File: src/rtl/packet_assembler.sv
// packet_assembler: serialises one HDMI data-island packet over 32 pixel clocks.
// The header goes out on ch0 bit 2. Subpacket k goes out even/odd on ch1[k]/ch2[k].
// BCH parity bytes (polynomial 8'h83) are appended after the data bits.
module packet_assembler (
   input  logic        clk_pixel,
   input  logic        reset_n,
   input  logic        packet_valid,
   output logic        packet_ready,
   input  logic [23:0] header,
   input  logic [55:0] sub0,
   input  logic [55:0] sub1,
   input  logic [55:0] sub2,
   input  logic [55:0] sub3,
   output logic        packet_active,
   output logic        packet_first,
   output logic        ch0_bit2,
   output logic [3:0]  ch1_data,
   output logic [3:0]  ch2_data
);

   typedef enum logic {
      S_IDLE,
      S_ACTIVE
   } state_t;

   localparam logic [4:0] LAST_SLOT     = 5'd31;
   localparam logic [4:0] HDR_DATA_END  = 5'd24;
   localparam logic [4:0] SUB_DATA_END  = 5'd28;
   localparam logic [7:0] BCH_POLY      = 8'h83;

   state_t            state_q, state_d;
   logic [4:0]        slot_q, slot_d;
   logic [23:0]       hdr_sr_q, hdr_sr_d;
   logic [3:0][55:0]  sub_sr_q, sub_sr_d;
   logic [7:0]        hdr_ecc_q, hdr_ecc_d;
   logic [3:0][7:0]   sub_ecc_q, sub_ecc_d;
   logic              active;
   logic              accept;

   // One BCH step: LFSR shifts right, feedback = lsb xor data bit.
   function automatic logic [7:0] bch_step(input logic [7:0] ecc, input logic d);
      logic fb;
      fb = ecc[0] ^ d;
      return {1'b0, ecc[7:1]} ^ ({8{fb}} & BCH_POLY);
   endfunction

   assign active       = (state_q == S_ACTIVE);
   assign packet_ready = !active || (slot_q == LAST_SLOT);
   assign accept       = packet_valid && packet_ready;

   // State and slot counter register.
   always_ff @(posedge clk_pixel or negedge reset_n) begin
      if (!reset_n) begin
         state_q <= S_IDLE;
         slot_q  <= '0;
      end else begin
         state_q <= state_d;
         slot_q  <= slot_d;
      end
   end

   // Next state: an accept at slot 31 restarts at slot 0 with no idle gap.
   always_comb begin
      state_d = state_q;
      slot_d  = '0;
      unique case (state_q)
         S_IDLE: begin
            if (accept) state_d = S_ACTIVE;
         end
         S_ACTIVE: begin
            if (slot_q == LAST_SLOT && !accept) state_d = S_IDLE;
         end
         default: state_d = S_IDLE;
      endcase
      if (accept)      slot_d = '0;
      else if (active) slot_d = slot_q + 5'd1;
   end

   // Datapath next values: load on accept, otherwise shift data then parity.
   always_comb begin
      hdr_sr_d  = hdr_sr_q;
      hdr_ecc_d = hdr_ecc_q;
      sub_sr_d  = sub_sr_q;
      sub_ecc_d = sub_ecc_q;
      if (accept) begin
         hdr_sr_d  = header;
         hdr_ecc_d = '0;
         sub_sr_d  = {sub3, sub2, sub1, sub0};
         sub_ecc_d = '0;
      end else if (active) begin
         if (slot_q < HDR_DATA_END) begin
            hdr_ecc_d = bch_step(hdr_ecc_q, hdr_sr_q[0]);
            hdr_sr_d  = {1'b0, hdr_sr_q[23:1]};
         end else begin
            hdr_ecc_d = {1'b0, hdr_ecc_q[7:1]};
         end
         for (int unsigned k = 0; k < 4; k++) begin
            if (slot_q < SUB_DATA_END) begin
               sub_ecc_d[k] = bch_step(bch_step(sub_ecc_q[k], sub_sr_q[k][0]), sub_sr_q[k][1]);
               sub_sr_d[k]  = {2'b00, sub_sr_q[k][55:2]};
            end else begin
               sub_ecc_d[k] = {2'b00, sub_ecc_q[k][7:2]};
            end
         end
      end
   end

   // Datapath registers: shift registers and ECC LFSRs.
   always_ff @(posedge clk_pixel or negedge reset_n) begin
      if (!reset_n) begin
         hdr_sr_q  <= '0;
         hdr_ecc_q <= '0;
         sub_sr_q  <= '0;
         sub_ecc_q <= '0;
      end else begin
         hdr_sr_q  <= hdr_sr_d;
         hdr_ecc_q <= hdr_ecc_d;
         sub_sr_q  <= sub_sr_d;
         sub_ecc_q <= sub_ecc_d;
      end
   end

   // Outputs from registered state only; everything forced to 0 when idle.
   always_comb begin
      packet_active = active;
      packet_first  = active && (slot_q == 5'd0);
      ch0_bit2      = 1'b0;
      ch1_data      = '0;
      ch2_data      = '0;
      if (active) begin
         ch0_bit2 = (slot_q < HDR_DATA_END) ? hdr_sr_q[0] : hdr_ecc_q[0];
         for (int unsigned k = 0; k < 4; k++) begin
            if (slot_q < SUB_DATA_END) begin
               ch1_data[k] = sub_sr_q[k][0];
               ch2_data[k] = sub_sr_q[k][1];
            end else begin
               ch1_data[k] = sub_ecc_q[k][0];
               ch2_data[k] = sub_ecc_q[k][1];
            end
         end
      end
   end

endmodule

File: config.mk
export PLATFORM = sky130hd
export DESIGN_NAME = packet_assembler
export DESIGN_NICKNAME = d
export VERILOG_FILES = /design/src/rtl/packet_assembler.sv
export SDC_FILE = /design/constraint.sdc
export NUM_CORES = 1
export LEC_CHECK = 0
export CORE_ASPECT_RATIO = 1.1
export CORE_UTILIZATION = 52
export DETAILED_ROUTE_END_ITERATION = 10
export PLACE_DENSITY = 0.84
export SLEW_MARGIN = 10
export SYNTH_ARGS = -nofsm -noshare
export SYNTH_HDL_FRONTEND = slang
export SYNTH_SLANG_ARGS = --single-unit
File: constraint.sdc
create_clock -name clk_pixel -period 3 [get_ports clk_pixel]
set_clock_uncertainty 0.2 [all_clocks]
set_input_delay 0.3 -clock clk_pixel [delete_from_list [all_inputs] [get_ports clk_pixel]]
set_output_delay 0.3 -clock clk_pixel [all_outputs]
set_load 0.01 [all_outputs]
### Word-level counts from Yosys, hierarchy flattened

Cells that the tools add are included.

* output and inout port bits: 12
* input port bits: 251
* bits in registers: 294
* logic and storage cells: 82

* bitwise logic cells: 19
* reduce and logical (&&, ||, !) cells: 12
* mux-type cells: 35
* equality and inequality tests: 1
* add/sub/neg operators: 1
* magnitude comparators: 2

Operator list (number)
* $mux W224: 2
* $mux W56: 4
* $mux W24: 3
* $xor A7 B8 Y8: 9
* $mux W32: 2
* $mux W8: 7
* $mux W1: 12
* $lt A5 B5 Y1 const B: 2
* $mux W5: 2
* $xor A1 B1 Y1: 9
* $mux W4: 2
* $reduce_bool A2 Y1: 3
* $add A5 B1 Y5 const B: 1
* $eq A5 B5 Y1 const B: 1
* $logic_not A5 Y1: 1
* $reduce_and A2 Y1: 2
* $logic_and A1 B1 Y1: 3
* $logic_not A1 Y1: 2
* $pmux W1 S2: 1
* $logic_or A1 B1 Y1: 1
* $not A1 Y1: 1

### Longest topological paths before layout

* word-level depth: 7
* depth in mapped cells: 11
* mapped depth without buffers: 7

### Worst setup path before layout

No wires, ideal clock.

* path kind: register -> register
* start: register slot_q[0]
* end: register sub_sr_q[100] in the netlist's numbering
* path slack: 0.595 ns
* arrival: 2.081 ns
* path buffers: 3
* cell stages (with the launch flop): 11
* clock period less this slack: 2.405 ns
* path through: dfrtp_1 -> ha_1 -> and3_1 -> ha_1 -> nand2b_1 -> buf_2 -> nand2_2 -> buf_4 -> buf_4 -> mux2i_1 -> o21ai_1

* longest elaborated chain between the ends: 5
* elaborated cells between the ends (all ways): 8

RTL lines
* start, declared: RTL line 32 `logic [4:0] slot_q, slot_d;`
* start signal, assigned: RTL line 58 `slot_q <= slot_d;`
* $eq A5 B5 Y1 *: RTL line 48 `assign packet_ready = !active || (slot_q == LAST_SLOT);`
* $logic_or A1 B1 Y1 *: RTL line 48
* named net packet_ready: RTL line 8 `output logic packet_ready,`
* $logic_and A1 B1 Y1 *: RTL line 49 `assign accept = packet_valid && packet_ready;`
* $reduce_bool A2 Y1 (no line)
* $reduce_and A2 Y1 (no line)
* end signal, assigned: RTL line 118 `sub_sr_q <= sub_sr_d;`
* end, declared: RTL line 34 `logic [3:0][55:0] sub_sr_q, sub_sr_d;`

The timed path passes the listed nets; every way through them passes the cells marked *.
A chain may end at the register's enable or synchronous reset.

### Final worst setup path

* start: register slot_q[4]
* end: output port ch2_data[2]

* longest elaborated chain between the ends: 3

RTL lines
* $lt A5 B5 Y1: RTL line 133 `if (slot_q < SUB_DATA_END) begin`
* $mux W1: RTL line 133
* $mux W4: RTL line 130 `if (active) begin`
* end, declared: RTL line 18 `output logic [3:0] ch2_data`

No other way between the ends.

==> flow_summary.yaml <==
global_routing:
  grt_pass1_vias: 10100
  grt_pass1_wl_um: 50450
  grt_overflow: 0
  track_usage_pct: 23.66
  antenna_found_initial: 4
  grt_start_max_net_pins: 138
timing:
  slew_headroom_pct: 58.90
  setup_viol_count_final: 0
  period_share_pct: 95.88
  worst_slew_pin_slew_ns: 0.6165
  finalHoldViolCount: 0
  rsz0062_at_grt: "false"
  whs_ns: 0.1246
  timing.setup.tns_ns: 0
  fin_crit_ns: 2.876
  slew_viol_final: 0
  max_freq_mhz: 347.7
route:
  drc: 0
  routedWlPerCell_um: 16.46
  vias: 9883
  first_pass_iters: 5
  drt-total-wl_um: 30710
  viasPerCell: 5.296
  postRouteAntennaNets: 0
  dr.first_iter.drc_count: 587
worst_setup_path:
  rr_worst_depth: 7
  reg2reg_to: "sub_sr_q[198]"
  endpoint: "ch2_data[2]"
  arrival_ns: 2.38
  timing.rr.start: "slot_q[0]"
  crit_start: "slot_q[4]"
  required_ns: 2.50
  path_class: "flip-flop to output port"
  rrSetupSlack_ns: 0.29
  cp-start-kind: "flip-flop"
  cp_max_fo: 8
  cp-end-kind: "output port"
pwr:
  pwr-share-clk_pct: 26.2
  power.leakage_nw: 8.942
  p_sw_share_pct: 32.13
  total_power_w: 0.01439
  power.switching_w: 0.004623
  seqPwrFrac_pct: 44.3
  powerDensity_nw_per_um2: 823.7
  peakVddDrop_uv: 488.4
  pwr-share-comb_pct: 29.5
  internal_power_w: 0.009767
cts:
  post_cts.repair.setup_buffers: 0
  htree_levels: 1
  clock_path_buffers: 3
  cts.sinks: 294
  root_buffer: "clkbuf_16"
  clk_latency_ns: 0.55
  tritoncts: "yes"
  numCtsBuffers: 31
  clkTransAtPathRegs_ns: 0.06
synthesis:
  netlist_instances: 1261
  synth_cell_types: 28
  synth_top_area_share_pct: 54.58
  ys_ff_latch: 294
  syn_area_um2: 13480
  yosys.area.top_type: "dfrtp_1"
  synth_edf_count: 0
  synth.area.top_cells: "dfrtp_1 55%, mux2i_1 18%, nand2_1 7.6%"
  ys_seq_area_share_pct: 54.58
  yosys-top-cells-count: "294 x dfrtp_1, 274 x nand2_1, 239 x mux2i_1"
  avgSynthCellArea_um2: 10.69
  yosysWarnings: 0
  synth.most_common_cell: "dfrtp_1"
  synth-main-ff-cell: "dfrtp_1"
  syn_nets: 1515
  synth-async-reset-ratio_pct: 100.0
finish:
  area_growth_pct: 29.61
  drive_above_1_share_pct: 6.201
  nets: 1750
placement:
  dp_hpwl_um: 21470
  port_buffers: 262
  gp_congestion: 0.7921
die:
  start_util_pct: 53.19
  fp.dieW_um: 155.5
  rows: 61
  dieHeight_um: 170.9
  dieArea_um2: 26570
  coreArea_um2: 25340
  io_pins: 263
status:
  status: "complete, no violations"
flow_run:
  cap_viol_max_count: 0
worst_hold_path:
  min_path_type: "primary input to asynchronous set/reset pin"
-- final cells by class --
class,instances,area [um^2]
Multi-Input combinational cell,872,5539
Sequential cell,294,7358
Fill cell,1924,7869
Timing Repair Buffer,295,3114
Antenna cell,4,10.01
Clock buffer,44,934.6
Inverter,2,7.507
Tap cell,346,432.9
Clock inverter,9,73.82
-- registers in the layout, indices dropped and copies added, names as in the netlist --
name	count
sub_sr_q	224
packet_active	1
hdr_sr_q	24
slot_q	5
hdr_ecc_q	8
sub_ecc_q	32
-- kinds of logic (layout without fill, tap and decap cells) --
logic type	after synthesis	after routing	synth area share [%]
AOI/OAI and AO/OA	301	301	12.53
and+or+nand+nor	308	308	8.948
buffers and inverters	95	350	4.548
muxes	239	239	17.75
xor gates and xnor gates	21	21	1.364
DFF	294	294	54.58
adders and majority gates	3	3	0.2785
other	0	4	0
-- routing by layer --
metal | track usage [%] | share of wire, % | vias to the layer above
li1 | - | - | 4832
met1 | 29.26 | 41 | 4743
met5 | 0 | 0 | -
met2 | 40.73 | 51 | 220
met4 | 11.08 | 4.6 | 0
met3 | 3.749 | 4.1 | 88
-- timing repair --
| action | CTS | global route |
|---|---|---|
| hold endpoints to repair | 70 | 0 |
| gates resized for setup | 2 | 4 |
| endpoints found under the setup margin | 1 | 3 |
| hold buffers | 1 | 0 |
-- power groups by stage --
stage	clock network [W]	registers [W]	logic [W]
global placement	0	0.00633	0.00408
floorplan	0	0.00613	0.00321
global route	0.00401	0.00653	0.00481
CTS	0.00384	0.00636	0.00433
detailed placement	0	0.00640	0.00431
finish	0.00376	0.00637	0.00425
-- how the worst min path moves through the flow --
stage	from	to	slack, ns
6_report	reset_n	sub_sr_q[194]	0.12
3_3_place_gp	reset_n	sub_sr_q[197]	0.12
5_1_grt	sub1[55]	sub_sr_q[111]	0.15
2_1_floorplan	reset_n	hdr_ecc_q[0]	-0.20
3_5_place_dp	reset_n	sub_sr_q[193]	0.12
4_1_cts	reset_n	sub_sr_q[212]	0.14
-- worst max-delay path, cell delays in order, from the launching register on --
cell and delay, ns:
dfrtp_1 0.45, and3_2 0.27, buf_4 0.17, nand2_1 0.06
a21boi_0 0.28, clkdlybuf4s50_1 0.60
-- layout by cell type (no fill, tap or decap), types with 2 or more instances in the layout --
cell type	n
ha_1	3
a22o_1	30
nor2_1	9
nand2_1	274
diode_2	4
nand3_1	10
o21ai_0	55
a21boi_0	8
o21ai_1	199
dfrtp_1	293
xnor2_1	17
xor2_1	4
clkbuf_1	2
buf_4	13
a22oi_1	4
mux2i_1	239
clkdlybuf4s50_1	260
clkbuf_8	11
clkbuf_16	31
or3_1	4
and2_1	3
clkinv_2	7
buf_12	19
inv_1	2
-- per-stage QoR --
step                      instances  instance area, um^2  worst slack, ns  util [%]
final                          1866                17470           0.1236     68.95
after global routing           1866                17470          0.01986     68.95
after CTS                      1862                17450          0.03157     68.88
after detailed placement       1808                16430           0.1974     64.85
after global placement         1808                16430           0.3152     64.85
after floorplan                1261                13480           0.5945         -
(Power assumes the default switching activity.)
